**src/rtl/uart_rx_pkg.sv**
```systemverilog
// Shared types and helpers for the UART receive deserialiser.
package uart_rx_pkg;

  typedef enum logic [2:0] {
    IDLE,
    START,
    DATA,
    PARITY,
    STOP,
    BREAK
  } state_t;

  localparam int unsigned BIT_CNT_W     = 4;
  localparam int unsigned MAX_DATA_BITS = 9;

  // Total bits on the wire for one frame, start bit included.
  function automatic int unsigned frame_bits(input int unsigned data_bits,
                                             input int unsigned parity_en,
                                             input int unsigned stop_bits);
    return 1 + data_bits + parity_en + stop_bits;
  endfunction

  // Centre tick of a bit period.
  function automatic int unsigned mid_tick(input int unsigned oversample);
    return oversample / 2;
  endfunction

  // True when the received parity bit disagrees with the selected sense.
  function automatic logic parity_mismatch(input logic [MAX_DATA_BITS-1:0] data,
                                           input logic                     par_bit,
                                           input logic                     odd);
    return ((^data) ^ par_bit) != odd;
  endfunction

endpackage

```
**src/rtl/uart_rx_sampler.sv**
```systemverilog
// Line synchroniser, per-bit tick counter and 3-sample majority vote.
module uart_rx_sampler
  import uart_rx_pkg::*;
#(
  parameter int unsigned OVERSAMPLE = 16
) (
  input  logic baud_clk,
  input  logic reset_n,
  input  logic data_tx,
  input  logic run,
  output logic line_sync,
  output logic sample_valid_c,
  output logic bit_value_c,
  output logic bit_end_c
);

  localparam int unsigned TICK_W = $clog2(OVERSAMPLE);
  localparam int unsigned MID    = mid_tick(OVERSAMPLE);

  logic              sync1_q;
  logic              sync2_q;
  logic [TICK_W-1:0] tick_q;
  logic              s_early_q;
  logic              s_mid_q;

  // Two-flop synchroniser; idles high so reset does not look like a start bit.
  always_ff @(posedge baud_clk or negedge reset_n) begin
    if (!reset_n) begin
      sync1_q <= 1'b1;
      sync2_q <= 1'b1;
    end else begin
      sync1_q <= data_tx;
      sync2_q <= sync1_q;
    end
  end

  // Tick counter: held at 0 while idle, wraps on every bit boundary.
  always_ff @(posedge baud_clk or negedge reset_n) begin
    if (!reset_n) begin
      tick_q <= '0;
    end else if (!run || bit_end_c) begin
      tick_q <= '0;
    end else begin
      tick_q <= tick_q + TICK_W'(1);
    end
  end

  // Capture the two samples that precede the decision tick.
  always_ff @(posedge baud_clk or negedge reset_n) begin
    if (!reset_n) begin
      s_early_q <= 1'b1;
      s_mid_q   <= 1'b1;
    end else begin
      if (tick_q == TICK_W'(MID - 1)) s_early_q <= sync2_q;
      if (tick_q == TICK_W'(MID))     s_mid_q   <= sync2_q;
    end
  end

  // Majority vote with the third sample taken live at MID+1.
  always_comb begin
    sample_valid_c = run && (tick_q == TICK_W'(MID + 1));
    bit_value_c    = (s_early_q & s_mid_q) | (s_early_q & sync2_q) | (s_mid_q & sync2_q);
    bit_end_c      = run && (tick_q == TICK_W'(OVERSAMPLE - 1));
  end

  assign line_sync = sync2_q;

endmodule

```
**src/rtl/uart_rx_deserializer.sv**
```systemverilog
// Parametrised UART receiver: frame FSM on top of the oversampling sampler.
module uart_rx_deserializer
  import uart_rx_pkg::*;
#(
  parameter int unsigned DATA_BITS  = 8,
  parameter int unsigned OVERSAMPLE = 16,
  parameter int unsigned PARITY_EN  = 1,
  parameter int unsigned PARITY_ODD = 0,
  parameter int unsigned STOP_BITS  = 1
) (
  input  logic                 baud_clk,
  input  logic                 reset_n,
  input  logic                 data_tx,
  output logic                 active_flag,
  output logic                 recieved_flag,
  output logic [DATA_BITS-1:0] data_parll,
  output logic                 parity_error,
  output logic                 framing_error,
  output logic                 break_detect
);

  state_t                 state_q, state_d;
  logic [BIT_CNT_W-1:0]   bit_cnt_q, bit_cnt_d;
  logic [DATA_BITS-1:0]   shift_q, shift_d;
  logic                   par_err_q, par_err_d;
  logic                   frm_err_q, frm_err_d;
  logic                   zero_q, zero_d;
  logic                   active_q, active_d;
  logic                   rx_flag_q, rx_flag_d;
  logic [DATA_BITS-1:0]   data_q, data_d;
  logic                   pe_q, pe_d;
  logic                   fe_q, fe_d;
  logic                   bd_q, bd_d;

  logic run_c;
  logic line_sync;
  logic sample_valid_c;
  logic bit_value_c;
  logic bit_end_c;

  assign run_c = (state_q == START) || (state_q == DATA) ||
                 (state_q == PARITY) || (state_q == STOP);

  uart_rx_sampler #(
    .OVERSAMPLE (OVERSAMPLE)
  ) u_sampler (
    .baud_clk       (baud_clk),
    .reset_n        (reset_n),
    .data_tx        (data_tx),
    .run            (run_c),
    .line_sync      (line_sync),
    .sample_valid_c (sample_valid_c),
    .bit_value_c    (bit_value_c),
    .bit_end_c      (bit_end_c)
  );

  // State, frame accumulators and registered outputs.
  always_ff @(posedge baud_clk or negedge reset_n) begin
    if (!reset_n) begin
      state_q   <= IDLE;
      bit_cnt_q <= '0;
      shift_q   <= '0;
      par_err_q <= 1'b0;
      frm_err_q <= 1'b0;
      zero_q    <= 1'b0;
      active_q  <= 1'b0;
      rx_flag_q <= 1'b0;
      data_q    <= '0;
      pe_q      <= 1'b0;
      fe_q      <= 1'b0;
      bd_q      <= 1'b0;
    end else begin
      state_q   <= state_d;
      bit_cnt_q <= bit_cnt_d;
      shift_q   <= shift_d;
      par_err_q <= par_err_d;
      frm_err_q <= frm_err_d;
      zero_q    <= zero_d;
      active_q  <= active_d;
      rx_flag_q <= rx_flag_d;
      data_q    <= data_d;
      pe_q      <= pe_d;
      fe_q      <= fe_d;
      bd_q      <= bd_d;
    end
  end

  // Next-state logic; the frame commits on the last stop-bit decision.
  always_comb begin
    state_d   = state_q;
    bit_cnt_d = bit_cnt_q;
    shift_d   = shift_q;
    par_err_d = par_err_q;
    frm_err_d = frm_err_q;
    zero_d    = zero_q;
    rx_flag_d = 1'b0;
    data_d    = data_q;
    pe_d      = pe_q;
    fe_d      = fe_q;
    bd_d      = bd_q;

    case (state_q)
      IDLE: begin
        if (!line_sync) begin
          state_d   = START;
          bit_cnt_d = '0;
          par_err_d = 1'b0;
          frm_err_d = 1'b0;
          zero_d    = 1'b1;
        end
      end
      START: begin
        if (sample_valid_c && bit_value_c) begin
          state_d = IDLE;
        end else if (bit_end_c) begin
          state_d = DATA;
        end
      end
      DATA: begin
        if (sample_valid_c) begin
          shift_d = {bit_value_c, shift_q[DATA_BITS-1:1]};
          zero_d  = zero_q & ~bit_value_c;
        end
        if (bit_end_c) begin
          if (bit_cnt_q == BIT_CNT_W'(DATA_BITS - 1)) begin
            bit_cnt_d = '0;
            state_d   = (PARITY_EN != 0) ? PARITY : STOP;
          end else begin
            bit_cnt_d = bit_cnt_q + BIT_CNT_W'(1);
          end
        end
      end
      PARITY: begin
        if (sample_valid_c) begin
          par_err_d = parity_mismatch(MAX_DATA_BITS'(shift_q), bit_value_c, 1'(PARITY_ODD));
          zero_d    = zero_q & ~bit_value_c;
        end
        if (bit_end_c) begin
          state_d = STOP;
        end
      end
      STOP: begin
        if (sample_valid_c) begin
          frm_err_d = frm_err_q | ~bit_value_c;
          zero_d    = zero_q & ~bit_value_c;
          if (bit_cnt_q == BIT_CNT_W'(STOP_BITS - 1)) begin
            rx_flag_d = 1'b1;
            data_d    = shift_q;
            pe_d      = par_err_q;
            fe_d      = frm_err_d;
            bd_d      = zero_d;
            state_d   = zero_d ? BREAK : IDLE;
          end
        end else if (bit_end_c) begin
          bit_cnt_d = bit_cnt_q + BIT_CNT_W'(1);
        end
      end
      BREAK: begin
        if (line_sync) begin
          state_d = IDLE;
        end
      end
      default: state_d = IDLE;
    endcase

    active_d = (state_d == START) || (state_d == DATA) ||
               (state_d == PARITY) || (state_d == STOP);
  end

  assign active_flag   = active_q;
  assign recieved_flag = rx_flag_q;
  assign data_parll    = data_q;
  assign parity_error  = pe_q;
  assign framing_error = fe_q;
  assign break_detect  = bd_q;

endmodule

```
**config.mk**
```make
export PLATFORM = sky130hd
export DESIGN_NAME = uart_rx_deserializer
export DESIGN_NICKNAME = d
export VERILOG_FILES = /design/src/rtl/uart_rx_pkg.sv /design/src/rtl/uart_rx_sampler.sv /design/src/rtl/uart_rx_deserializer.sv
export SDC_FILE = /design/constraint.sdc
export NUM_CORES = 1
export LEC_CHECK = 0
export CAP_MARGIN = 10
export CORE_MARGIN = 2
export CORE_UTILIZATION = 49
export CTS_CLUSTER_SIZE = 40
export DETAILED_ROUTE_END_ITERATION = 16
export MAX_ROUTING_LAYER = met4
export PLACE_DENSITY_LB_ADDON = 0.12
export SYNTH_ARGS = -nofsm -noshare
export SYNTH_HDL_FRONTEND = slang
export SYNTH_SLANG_ARGS = --single-unit
```
**constraint.sdc**
```tcl
create_clock -name baud_clk -period 2.3 [get_ports baud_clk]
set_input_delay 0.46 -clock baud_clk [delete_from_list [all_inputs] [get_ports baud_clk]]
set_output_delay 0.46 -clock baud_clk [all_outputs]
set_load 0.005 [all_outputs]
```
==> PnR_summary.wiki, run 1 <==
{| class="wikitable"
! Metric !! Value
|-
| Slowest-stage cell, CP || sky130_fd_sc_hd__nand3_2
|-
| Count of flip-flops with a built-in enable after synthesis || 0
|-
| Clock tree from TritonCTS || built
|-
| Least setup slack across all paths after layout || 0.2887 ns
|-
| Via count of the first global-routing pass || 1,323
|-
| Detailed-placement wirelength estimate || 2.472 mm
|-
| Final antenna-violating net count || 0
|-
| Fraction of final layout cells sized beyond drive strength 1 || 20.97%
|-
| # IOs || 16
|-
| Maximum number of buffers from clock root to sink || 2
|-
| Starting DRT DRC Count || 65
|-
| Clock-pin slew reported for the worst setup and hold paths after clock tree synthesis || 0.08 ns
|-
| Required time at the endpoint of the critical path || 2.47 ns
|-
| Share of synthesized registers carrying an async set or reset || 100.0%
|-
| Outcome || finished clean
|-
| Number of buffers created by CTS || 5
|-
| Max transition margin || 44.28%
|-
| Final Wtd Congestion || 0.8170
|-
| Crit path DAT || 2.18 ns
|-
| Average wire per cell in the routed design || 15.29 um
|-
| Drt total wl || 3.608 mm
|-
| Yosys warns || 0
|-
| Total of max-cap violations || 0
|-
| Total number of clock tree sinks || 39
|-
| Top FF cell, synth || sky130_fd_sc_hd__dfrtp_1
|-
| Diode count || 0
|-
| Hold WC Path Type || input pin to async pin
|-
| Hold Fails Final Rpt || 0
|-
| Overall track demand over capacity in global routing || 18.57%
|-
| Largest driver fanout on the critical path || 13
|-
| Initial Util || 50.77%
|-
| CTS resizes || 0
|-
| Crit start category || register
|-
| Post-CTS Hold Fix Bufs || 0
|-
| Commonest non-fill, non-tap cell in the layout || sky130_fd_sc_hd__dfrtp_1
|-
| Static power due to leakage || 1.060 nW
|-
| Die height || 68.38 um
|-
| Kind of end point of the critical path || register
|-
| Maximum clock frequency || 0.4972 GHz
|-
| Final clock period utilization by the worst path || 87.45%
|-
| Cell area after synthesis || 2031 um^2
|-
| Cell type with the largest total area after synthesis || sky130_fd_sc_hd__dfrtp_1
|-
| Number of search-and-repair iterations in the first detailed-routing pass || 4
|-
| Fill cells || 336
|-
| Pin count of the biggest net entering global routing || 40
|-
| Overall via count from detail_route || 1,325
|-
| Mean instance size in the synthesized netlist || 11.88 um^2
|-
| Wire length of the first global-routing pass || 6.244 mm
|-
| Pre-CTS WS || 0.3075 ns
|-
| Placement row count || 23
|-
| Area post-placement || 2167 um^2
|-
| Final Net Count || 193
|-
| RSZ-0062 raised after global routing || false
|-
| Drc violations || 0
|-
| Register area || 980.9 um^2
|-
| Leading post-synthesis cells by cell area || sky130_fd_sc_hd__dfrtp_1 43%, sky130_fd_sc_hd__mux2_4 11%, sky130_fd_sc_hd__dfstp_2 5.2%
|-
| Tightest Pin Transition || 0.8358 ns
|-
| Minimum clock period after layout || 2.011 ns
|-
| Remaining global-route overflow || 0
|-
| Deepest level of the CTS H-tree || 2
|-
| Peak supply drop || 0.5502 mV
|-
| Core area || 4000 um^2
|-
| Area growth from synthesis to layout || 13.25%
|-
| TNS Setup || 0 ns
|-
| Fraction of synthesized cell area taken by the top area cell type || 43.13%
|-
| Number of storage elements in the synthesis netlist || 39
|-
| Master cell of the clock root buffer || sky130_fd_sc_hd__clkbuf_8
|-
| Final cell area excluding filler cells || 2300 um^2
|-
| Number of buffers inserted to repair setup after CTS || 0
|-
| DIE WIDTH || 68.38 um
|-
| Skew final || 0.006245 ns
|-
| Cells after synthesis || 171
|-
| Cells along the critical path || inv_1 -> ha_1 -> nor3b_1 -> nand3_2 -> mux2_4
|-
| Sequential-to-total area share from yosys stat || 48.31%
|-
| Number of buffers added on ports || 15
|-
| Initial antenna violation count || 0
|-
| Worst-Skew Late Latency || 0.29 ns
|-
| Count of distinct cell types in the synthesized netlist || 47
|-
| Final count of pins violating max slew || 0
|-
| Floorplan die area || 4675 um^2
|-
| Slowest cell delay on critical path || 0.42 ns
|-
| Area of combinational cells with multiple inputs || 937.1 um^2
|-
| Syn nets || 179
|-
| Total power density per cell area || 899.4 nW/um^2
|-
| Final-report setup violation count || 0
|-
| Highest-count cells in the layout ignoring fill and taps || 35 x sky130_fd_sc_hd__dfrtp_1, 15 x sky130_fd_sc_hd__mux2_4, 14 x sky130_fd_sc_hd__clkdlybuf4s50_1
|-
| Category of the critical setup timing path || register to register
|-
| Vias per Instance || 5.614
|}
[per-layer routing]
layer / part of all wire [%] / GRT usage [%] / up-vias
li1: - / - / 630
met1: 47 / 23.09 / 661
met2: 47 / 28.76 / 26
met3: 3.6 / 4.934 / 8
met4: 1.9 / 7.500 / 0
met5: 0 / - / -
[per-stage QoR]
stage          hold slack (ns)  util, %  instances  total power [mW]
2_1_floorplan           0.1644        -        171             1.318
3_3_place_gp            0.3459    54.18        228             1.382
3_5_place_dp            0.3498    54.18        228             1.407
4_1_cts                 0.2983    57.49        236             2.084
5_1_grt                 0.3322    57.49        236             2.203
6_report                0.2662    57.49        236             2.068
[critical path: cells and delay by family (launching register included)]
kind	cells	cell delay [ns]
simple gates	2	0.81
buf+inv	1	0.11
mux	1	0.42
fa+ha+maj	1	0.15
flops	1	0.40
[final cells by class]
class / count / share of cell area (%)
Sequential cell: 39 / 42.65
Timing Repair Buffer: 15 / 6.311
Multi-Input combinational cell: 113 / 40.75
Tap cell: 50 / 2.720
Clock buffer: 6 / 3.156
Inverter: 11 / 1.795
Clock inverter: 2 / 2.612
[synthesized netlist by cell type, types with 2 or more instances]
library cell,n
sky130_fd_sc_hd__a21oi_1,2
sky130_fd_sc_hd__a31oi_1,2
sky130_fd_sc_hd__and3_1,2
sky130_fd_sc_hd__buf_2,3
sky130_fd_sc_hd__buf_6,5
sky130_fd_sc_hd__dfrtp_1,35
sky130_fd_sc_hd__dfstp_2,4
sky130_fd_sc_hd__ha_1,5
sky130_fd_sc_hd__inv_1,11
sky130_fd_sc_hd__mux2_2,5
sky130_fd_sc_hd__mux2_4,15
sky130_fd_sc_hd__nand2_1,6
sky130_fd_sc_hd__nand3_1,7
sky130_fd_sc_hd__nand3b_1,5
sky130_fd_sc_hd__nand4_1,5
sky130_fd_sc_hd__nor2_1,10
sky130_fd_sc_hd__nor2b_1,2
sky130_fd_sc_hd__nor3_1,2
sky130_fd_sc_hd__o21ai_0,4
sky130_fd_sc_hd__o21ai_1,3
sky130_fd_sc_hd__o221ai_1,2
sky130_fd_sc_hd__or2_1,2
sky130_fd_sc_hd__or3_1,2
sky130_fd_sc_hd__xnor2_1,6
sky130_fd_sc_hd__xor2_1,4
[state kept, by name, indices dropped and copies added, names as in the netlist, 3 cells and up]
name and flops:
data_parll 8, state_q 3, bit_cnt_q 4, shift_q 8
u_sampler.tick_q 4
[cells by family (layout without fill, tap and decap cells)]
group,count (synthesis),after routing,synth area share (%)
buffers and inverters,19,34,5.545
and+or+nand+nor,55,55,16.27
muxes,21,21,14.36
DFF,39,39,48.31
adders and majority gates,6,6,3.574
AOI/OAI and AO/OA,20,20,6.532
xor gates and xnor gates,11,11,5.422
[report_power, final]
| part | switching (mW) | total, mW | internal (mW) |
|---|---|---|---|
| registers | 0.130 | 0.923 | 0.793 |
| logic | 0.244 | 0.470 | 0.226 |
| clock network | 0.241 | 0.675 | 0.434 |
| total | 0.616 | 2.07 | 1.45 |
[worst paths after layout]
path	startpoint	to	slack (ns)	depth (start not counted)
hold reg to reg	u_sampler.sync1_q	u_sampler.line_sync	0.36	0
min in group baud_clk	u_sampler.sync1_q	u_sampler.line_sync	0.36	0
setup / recovery	bit_cnt_q[0]	data_parll[6]	0.29	5
setup reg to reg	bit_cnt_q[0]	data_parll[6]	0.29	5
max in group asynchronous	reset_n	data_parll[7]	1.51	1
hold / removal	reset_n	u_sampler.tick_q[1]	0.27	1
Power figures use the tool's default switching activity.
==> run 2: changes to the inputs <==
Settings changed: SETUP_SLACK_MARGIN set to 0.1.
==> results of run 2 <==
The final DEF is identical to that of run 1; final timing and power are the same.
==> run 3: changes to the inputs <==
Settings changed: SYNTH_HIERARCHICAL set to 1.
==> run 3 against run 2 <==
Against the previous run: critical path depth up 2; first-iteration DRC count is 69% lower; highest routed layer unchanged; area after synthesis decreased by 6.4%; die area shrank 6.0%; worst hold slack better by 0.0069 ns.
==> PnR_summary.wiki, run 3 <==
{| class="wikitable"
! Metric !! Value
|-
| Outcome || finished clean
|-
| Final-report setup violation count || 0
|-
| Fraction of final layout cells sized beyond drive strength 1 || 23.96%
|-
| Post-CTS Hold Fix Bufs || 0
|-
| Slowest cell delay on critical path || 0.39 ns
|-
| Cell type with the largest total area after synthesis || sky130_fd_sc_hd__dfrtp_1
|-
| Number of storage elements in the synthesis netlist || 39
|-
| Drt total wl || 3.303 mm
|-
| Pre-CTS WS || 0.1475 ns
|-
| Pin count of the biggest net entering global routing || 40
|-
| Diode count || 0
|-
| Remaining global-route overflow || 0
|-
| Cells after synthesis || 170
|-
| RSZ-0062 raised after global routing || false
|-
| Met2 capacity usage during global routing || 30.75%
|-
| Crit path DAT || 2.23 ns
|-
| Via count of the first global-routing pass || 1,310
|-
| Peak supply drop || 0.4967 mV
|-
| Share of synthesized registers carrying an async set or reset || 100.0%
|-
| Initial Util || 51.53%
|-
| Busiest layer in global routing || met2
|-
| Hold Worst Slack || 0.2731 ns
|-
| Clock tree from TritonCTS || built
|-
| Top cell types by occurrence after synthesis || 35 x sky130_fd_sc_hd__dfrtp_1, 19 x sky130_fd_sc_hd__mux2_2, 15 x sky130_fd_sc_hd__nand2_1
|-
| Detailed-placement wirelength estimate || 2.350 mm
|-
| # IOs || 16
|-
| Hold WC Path Type || input pin to async pin
|-
| Cells along the critical path || nor2_2 -> xnor2_1 -> and3_2 -> and4bb_2 -> nand2_1 -> a22o_1 -> o31a_1
|-
| Final antenna-violating net count || 0
|-
| Deepest level of the CTS H-tree || 2
|-
| Fraction of synthesized cell area taken by the top area cell type || 46.08%
|-
| TNS Setup || 0 ns
|-
| Average wire per cell in the routed design || 13.76 um
|-
| Minimum clock period after layout || 2.056 ns
|-
| Required time at the endpoint of the critical path || 2.48 ns
|-
| Wire length of the first global-routing pass || 5.720 mm
|-
| Number of search-and-repair iterations in the first detailed-routing pass || 4
|-
| Kind of end point of the critical path || register
|-
| Vias per Instance || 5.346
|-
| Area post-placement || 2092 um^2
|-
| Drc violations || 0
|-
| Least setup slack across all paths after layout || 0.2436 ns
|-
| Floorplan die area || 4393 um^2
|-
| Final count of pins violating max slew || 0
|-
| Slowest-stage cell, CP || sky130_fd_sc_hd__dfrtp_1
|-
| Mean instance size in the synthesized netlist || 11.18 um^2
|-
| Highest-count cells in the layout ignoring fill and taps || 35 x sky130_fd_sc_hd__dfrtp_1, 19 x sky130_fd_sc_hd__mux2_2, 15 x sky130_fd_sc_hd__nand2_1
|-
| Hold Fails Final Rpt || 0
|-
| Maximum clock frequency || 0.4863 GHz
|-
| Area growth from synthesis to layout || 16.33%
|-
| Overall track demand over capacity in global routing || 17.72%
|-
| Most repeated cell in the gate-level netlist after synthesis || sky130_fd_sc_hd__dfrtp_1
|-
| Die height || 66.28 um
|-
| Core area || 3689 um^2
|-
| Clock-pin slew reported for the worst setup and hold paths after clock tree synthesis || 0.08 ns
|-
| Sequential-to-total area share from yosys stat || 51.61%
|-
| Crit start category || register
|-
| Leading post-synthesis cells by cell area || sky130_fd_sc_hd__dfrtp_1 46%, sky130_fd_sc_hd__mux2_2 11%, sky130_fd_sc_hd__dfstp_2 5.5%
|-
| Total number of clock tree sinks || 39
|-
| Static power due to leakage || 1.003 nW
|-
| Yosys warns || 6
|-
| Final clock period utilization by the worst path || 89.41%
|-
| DIE WIDTH || 66.28 um
|-
| Placement row count || 22
|-
| Final Net Count || 199
|-
| Category of the critical setup timing path || register to register
|-
| Final cell area excluding filler cells || 2211 um^2
|-
| Commonest non-fill, non-tap cell in the layout || sky130_fd_sc_hd__dfrtp_1
|-
| Maximum number of buffers from clock root to sink || 2
|-
| Kind of cell with the highest combined delay on the critical path || simple AND/OR/NAND/NOR gates
|-
| Starting DRT DRC Count || 20
|-
| Skew final || 0.005389 ns
|-
| Master cell of the clock root buffer || sky130_fd_sc_hd__clkbuf_8
|-
| Syn nets || 178
|-
| Cell area after synthesis || 1901 um^2
|-
| Number of buffers added on ports || 15
|-
| Total of max-cap violations || 0
|-
| Initial antenna violation count || 0
|-
| Total power density per cell area || 824.3 nW/um^2
|-
| Overall via count from detail_route || 1,283
|-
| CP bufs+invs || 0
|-
| Max transition margin || 43.76%
|-
| Largest driver fanout on the critical path || 7
|-
| Tightest Pin Transition || 0.8435 ns
|-
| Worst-Skew Late Latency || 0.29 ns
|-
| Count of flip-flops with a built-in enable after synthesis || 0
|-
| Number of buffers created by CTS || 5
|-
| Final Wtd Congestion || 0.7838
|-
| Top FF cell, synth || sky130_fd_sc_hd__dfrtp_1
|-
| Count of distinct cell types in the synthesized netlist || 41
|-
| Fraction of met1 tracks used by global routing || 20.40%
|-
| Met3 layer usage reported by global route || 4.600%
|}
## run 3: timing repair
action	CTS	global route
setup buffers	0	1
endpoints found under the setup margin	0	22
gates resized for setup	0	3
## run 3: path summary, 6_finish.rpt
path,cells past startpoint,slack (ns),to,startpoint
hold / removal,1,0.27,u_sampler/tick_q[1],reset_n
max in group asynchronous,1,1.50,shift_q[2],reset_n
hold reg to reg,0,0.36,u_sampler/line_sync,u_sampler/sync1_q
setup / recovery,7,0.24,active_flag,state_q[0]
min in group baud_clk,0,0.36,u_sampler/line_sync,u_sampler/sync1_q
setup reg to reg,7,0.24,active_flag,state_q[0]
## run 3: cell type report
| type | instances | area (um^2) |
|---|---|---|
| inverter | 9 | 33.78 |
| timing repair buffer | 19 | 187.7 |
| clock inverter | 3 | 23.77 |
| multi-input combinational | 117 | 855.8 |
| sequential | 39 | 980.9 |
| clock buffer | 5 | 68.82 |
| fill | 323 | 1478 |
| tap | 48 | 60.06 |
## run 3: logic make-up after synthesis
kind of cell	after synthesis	share of synthesized area, %
xor+xnor	10	4.609
simple gates	52	14.94
flops	39	51.61
fa+ha+maj	6	3.818
buf+inv	14	3.686
compound gates	29	9.546
mux	20	11.78
## run 3: routing by layer
metal | wire length [um] | vias up
met5 | 0 | -
met4 | 13 | 0
met3 | 85 | 2
met2 | 1684 | 15
met1 | 1520 | 640
li1 | - | 626
## run 3: worst register-to-register path: cells and delay by family, from the launching register on
family / cells / cell delay [ns]
xor+xnor: 1 / 0.19
compound gates: 2 / 0.52
simple gates: 4 / 0.84
flops: 1 / 0.39
## run 3: stage by stage
| step | power [mW] | std cells | utilization [%] |
|---|---|---|---|
| after floorplan | 1.226 | 170 | - |
| after global routing | 1.940 | 240 | 59.94 |
| final | 1.823 | 240 | 59.94 |
| after detailed placement | 1.364 | 231 | 56.72 |
| after CTS | 1.835 | 239 | 59.23 |
| after global placement | 1.340 | 231 | 56.72 |
## run 3: power by group
part | internal [mW] | switching (mW)
logic | 0.218 | 0.271
clock network | 0.217 | 0.249
registers | 0.793 | 0.0749
